===== config.mk =====
export PLATFORM = sky130hd
export DESIGN_NAME = condition_unit
export DESIGN_NICKNAME = d
export VERILOG_FILES = /design/src/rtl/cond_pkg.sv /design/src/rtl/cond_check.sv /design/src/rtl/condition_unit.sv
export SDC_FILE = /design/constraint.sdc
export NUM_CORES = 1
export LEC_CHECK = 0
export CORE_AREA = 2 2 43 49
export CTS_CLUSTER_DIAMETER = 60
export DETAILED_ROUTE_END_ITERATION = 6
export DIE_AREA = 0 0 45 51
export GPL_TIMING_DRIVEN = 1
export PLACE_DENSITY = 0.72
export SYNTH_ARGS = -nofsm -noshare
export SYNTH_HDL_FRONTEND = slang
export SYNTH_SLANG_ARGS = --single-unit

===== constraint.sdc =====
create_clock -name clk -period 2.5 [get_ports clk]
set_input_delay 0.5 -clock clk [delete_from_list [all_inputs] [get_ports clk]]
set_output_delay 0.5 -clock clk [all_outputs]
set_load 0.05 [all_outputs]

===== src/rtl/cond_pkg.sv =====
// rtl/cond_pkg.sv - shared types and helpers for the ARM condition unit
//   cond_t           : 4-bit ARM condition field encoding (EQ..NV)
//   FLAG_N..FLAG_V   : bit positions of N,Z,C,V inside the {N,Z,C,V} flags vector
//   compute_overflow : signed overflow of an add/subtract from operand and result MSBs
package cond_pkg;

  typedef enum logic [3:0] {
    EQ = 4'b0000,
    NE = 4'b0001,
    CS = 4'b0010,
    CC = 4'b0011,
    MI = 4'b0100,
    PL = 4'b0101,
    VS = 4'b0110,
    VC = 4'b0111,
    HI = 4'b1000,
    LS = 4'b1001,
    GE = 4'b1010,
    LT = 4'b1011,
    GT = 4'b1100,
    LE = 4'b1101,
    AL = 4'b1110,
    NV = 4'b1111
  } cond_t;

  localparam int FLAG_N = 3;
  localparam int FLAG_Z = 2;
  localparam int FLAG_C = 1;
  localparam int FLAG_V = 0;

  // Overflow happens when the effective operand signs agree (b is inverted on
  // subtract) and the result sign differs from operand a.
  function automatic logic compute_overflow(input logic a_msb,
                                            input logic b_msb,
                                            input logic sub,
                                            input logic res_msb);
    return ~(a_msb ^ b_msb ^ sub) & (a_msb ^ res_msb);
  endfunction

endpackage


===== src/rtl/cond_check.sv =====
// rtl/cond_check.sv - combinational ARM condition evaluator
//   cond    [3:0] in  : instruction condition field (cond_t encoding)
//   flags   [3:0] in  : stored {N,Z,C,V}
//   cond_ex       out : 1 when the condition passes
module cond_check
  import cond_pkg::*;
(
  input  logic [3:0] cond,
  input  logic [3:0] flags,
  output logic       cond_ex
);

  cond_t cond_e;
  logic  n, z, c, v;

  assign cond_e = cond_t'(cond);
  assign n      = flags[FLAG_N];
  assign z      = flags[FLAG_Z];
  assign c      = flags[FLAG_C];
  assign v      = flags[FLAG_V];

  always_comb begin
    cond_ex = 1'b0;
    unique case (cond_e)
      EQ: cond_ex = z;
      NE: cond_ex = ~z;
      CS: cond_ex = c;
      CC: cond_ex = ~c;
      MI: cond_ex = n;
      PL: cond_ex = ~n;
      VS: cond_ex = v;
      VC: cond_ex = ~v;
      HI: cond_ex = c & ~z;
      LS: cond_ex = ~c | z;
      GE: cond_ex = (n == v);
      LT: cond_ex = (n != v);
      GT: cond_ex = ~z & (n == v);
      LE: cond_ex = z | (n != v);
      AL: cond_ex = 1'b1;
      NV: cond_ex = 1'b0;
      default: cond_ex = 1'b0;
    endcase
  end

endmodule


===== src/rtl/condition_unit.sv =====
// rtl/condition_unit.sv - NZCV flag register, condition check and strobe gating
//   clk, reset          in  : clock (rising edge), async active-high reset
//   cond [3:0]          in  : instruction condition field
//   alu_result [W-1:0]  in  : arithmetic result
//   alu_cout            in  : carry-out (1 = no borrow on subtract)
//   alu_sub             in  : ALU performed a - b
//   a_msb, b_msb        in  : operand sign bits
//   flag_w [1:0]        in  : [1] writes N,Z  [0] writes C,V
//   pcs, reg_w, mem_w   in  : decoder requests
//   no_write            in  : compare-type op, suppresses register write
//   pc_src, reg_write, mem_write out : requests gated by the condition
//   cond_ex             out : condition passed
//   flags [3:0]         out : stored {N,Z,C,V}
module condition_unit
  import cond_pkg::*;
#(
  parameter int WIDTH = 32
) (
  input  logic             clk,
  input  logic             reset,
  input  logic [3:0]       cond,
  input  logic [WIDTH-1:0] alu_result,
  input  logic             alu_cout,
  input  logic             alu_sub,
  input  logic             a_msb,
  input  logic             b_msb,
  input  logic [1:0]       flag_w,
  input  logic             pcs,
  input  logic             reg_w,
  input  logic             mem_w,
  input  logic             no_write,
  output logic             pc_src,
  output logic             reg_write,
  output logic             mem_write,
  output logic             cond_ex,
  output logic [3:0]       flags
);

  logic [3:0] flags_d, flags_q;
  logic       n_next, z_next, c_next, v_next;

  // Condition is judged against the stored flags, never this instruction's result.
  cond_check u_cond_check (
    .cond    (cond),
    .flags   (flags_q),
    .cond_ex (cond_ex)
  );

  always_comb begin
    n_next = alu_result[WIDTH-1];
    z_next = (alu_result == '0);
    c_next = alu_cout;
    v_next = compute_overflow(a_msb, b_msb, alu_sub, alu_result[WIDTH-1]);

    flags_d = flags_q;
    if (cond_ex && flag_w[1]) begin
      flags_d[FLAG_N] = n_next;
      flags_d[FLAG_Z] = z_next;
    end
    if (cond_ex && flag_w[0]) begin
      flags_d[FLAG_C] = c_next;
      flags_d[FLAG_V] = v_next;
    end
  end

  always_ff @(posedge clk or posedge reset) begin
    if (reset) begin
      flags_q <= 4'b0000;
    end else begin
      flags_q <= flags_d;
    end
  end

  assign flags     = flags_q;
  assign pc_src    = pcs & cond_ex;
  assign reg_write = reg_w & cond_ex & ~no_write;
  assign mem_write = mem_w & cond_ex;

endmodule


==> reports/results.ini, run 1 <==
[critical_path]
cp-end-kind = output pin
cp.required_ps = 2000
cp_data_arrival_time_ps = 1880
cp-start-kind = primary input
cp_max_fo = 4
crit_type = primary input to output pin

[die]
fp.dieH_um = 51
die_area_um2 = 2300
num_rows = 17
initial_utilization_pct = 21.1
core_um2 = 1870
io_pins = 56
fp.dieW_um = 45

[synth]
synth_flop_cell = dfrtp_1
yosysMostFrequentCell = nor4_1
synth.net_count = 93
synth-edff-count = 0
synth_top_area_share_pct = 25.3
syn-cell-area_um2 = 395
syn_area_per_cell_um2 = 8.79
yosysSeqAreaShare_pct = 25.3
yosys-top-cells-area = dfrtp_1, nor4_1, mux2_1
synthArstFlopShare_pct = 100
synth_seq_cells = 4
syn_inst = 45
yosys_warnings = 0
synth_common_cells = nor4_1, nand2_1, dfrtp_1, mux2_1, mux2i_1
yosysTopAreaCell = dfrtp_1
yosysUniqueCellTypes = 18

[layout]
n_antenna_cell = 0
layout-drive-gt1-share_pct = 18.7
utilization_pct = 58.2
instances_no_fill = 126
largest_reg_flops = 4
fin_nets = 156
syn_to_final_growth_pct = 175

[grt]
grt_pass1_wl_um = 2300
overflow = 0
grt_pass1_vias = 654
grt_usage_pct = 14.0
grt_max_degree = 6
antenna_found_initial = 0

[timing]
fin_crit_sh_pct = 95.2
min_period_ps = 2380
rsz0062_at_grt = false
tightest_slew_ps = 499
skew_ps = 4.45
final.setup.worst_slack_ps = 119
drv_slew = 0
finalHoldViolations = 0
worst_hold_slack_ps = 440
fmax_ghz = 0.420
setup_viol = 0
relSlewSlack_pct = 66.6

[drt]
finalWirelength_um = 1340
drt_pass1_iterations = 4
wl_per_cell_um = 10.6
drc = 0
drtAntennaViolNets = 0
vias_per_cell = 4.85
drt_iter0_drc = 4
dr_total_vias = 611

[outcome]
status = complete, no violations

[place]
gp_congestion = 0.661
port_buffers = 55
place_inst = 122
place_worst_setup_slack_ps = -304

[cts]
worstSkewPairLatency_ps = 240
clockBufferDepth = 2
cts_buffers = 3
clock_sinks = 4
path_clk_slew_ps = 40
cts.hold.buffers_added = 0
cts_tree = yes
post_cts_buffers = 0
htree_num_levels = 1
cts-root-buf = clkbuf_4

[pwr]
power-per-cell-area_nw_per_um2 = 571
leakage_uw = 0.000439
peakVddDrop_mv = 0.273

[worst_hold_path]
holdCritPathClass = primary input to async pin

[flow_run]
max-cap-violations = 0

-- power by group --
part           total, µW  internal (µW)  switching (µW)
clock               87.6           60.0            27.6
sequential           104           85.1            18.8
combinational        430            226             204
-- placed cells by master (no fill, tap or decap) --
cell type,count
inv_1,1
xor2_1,3
nor2_1,3
buf_2,1
a311oi_4,1
buf_4,3
clkbuf_1,1
o21bai_1,1
nor3b_1,1
o21ai_0,1
mux2i_1,4
clkdlybuf4s50_1,48
and2_2,2
clkdlybuf4s15_1,1
xnor2_4,1
or2b_2,2
nand2_1,5
dlygate4sd2_1,1
and3b_2,1
clkbuf_4,3
nand4_1,2
nor3_1,1
nor4_1,8
dfrtp_1,2
dfrtp_2,2
mux2_1,4
buf_12,4
-- through the flow --
stage / power, µW / area, µm² / TNS [ps]
3_5_place_dp: 542 / 1070 / -2030
4_1_cts: 633 / 1090 / 0
2_1_floorplan: 325 / 432 / 0
5_1_grt: 658 / 1090 / 0
3_3_place_gp: 537 / 1070 / -1620
6_report: 621 / 1090 / 0
-- cells by family after synthesis --
kind of cell	Yosys count	synth area share, %
xor+xnor	4	8.86
mux	8	21.5
buf+inv	1	0.948
flops	4	25.3
compound gates	3	6.96
simple gates	25	36.4
-- what timing repair did --
| action | CTS | global route |
|---|---|---|
| endpoints found under the hold margin | 0 | 0 |
| setup endpoints to repair | 6 | 1 |
| resized for setup | 5 | 2 |
| pin swaps | 3 | 6 |
-- routing by layer --
| layer | part of all wire (%) | vias up | track usage [%] |
|---|---|---|---|
| met3 | 16 | 6 | 3.53 |
| li1 | - | 295 | - |
| met5 | 0 | - | 0 |
| met2 | 49 | 51 | 24.0 |
| met1 | 29 | 259 | 12.7 |
| met4 | 5.4 | 0 | 13.2 |
-- critical path: stages --
cell and delay, ps:
clkdlybuf4s15_1 230, xor2_1 160, nand2_1 110, a311oi_4 350, xnor2_4 160, and3b_2 220
buf_12 130
-- worst paths after layout --
path	slack, ps	startpoint	endpoint	cells past startpoint
worst min-delay path	440	reset	flags[0]$_DFFE_PP0P_	2
min in group clk	540	flags[3]$_DFFE_PP0P_	flags[3]$_DFFE_PP0P_	1
max in group asynchronous	1900	reset	flags[3]$_DFFE_PP0P_	2
worst min register to register	540	flags[3]$_DFFE_PP0P_	flags[3]$_DFFE_PP0P_	1
worst max register to register	530	flags[0]$_DFFE_PP0P_	flags[0]$_DFFE_PP0P_	6
worst max-delay path	120	cond[2]	reg_write	7
-- area by class of cell --
cell class / instances / area, µm²
timing repair buffer: 58 / 607
inverter: 1 / 3.75
multi-input combinational: 40 / 325
sequential: 4 / 103
fill: 180 / 783
clock buffer: 4 / 26.3
tap: 19 / 23.8
(Power assumes the default switching activity.)
==> run 2, diff against run 1 <==
--- a/config.mk
+++ b/config.mk
@@ -9,8 +9,8 @@
 export CTS_CLUSTER_DIAMETER = 60
 export DETAILED_ROUTE_END_ITERATION = 6
 export DIE_AREA = 0 0 45 51
-export GPL_TIMING_DRIVEN = 1
 export PLACE_DENSITY = 0.72
+export SLEW_MARGIN = 10
 export SYNTH_ARGS = -nofsm -noshare
 export SYNTH_HDL_FRONTEND = slang
 export SYNTH_SLANG_ARGS = --single-unit
==> results of run 2 <==
No change in the layout: final DEF, timing and power equal those of run 1.
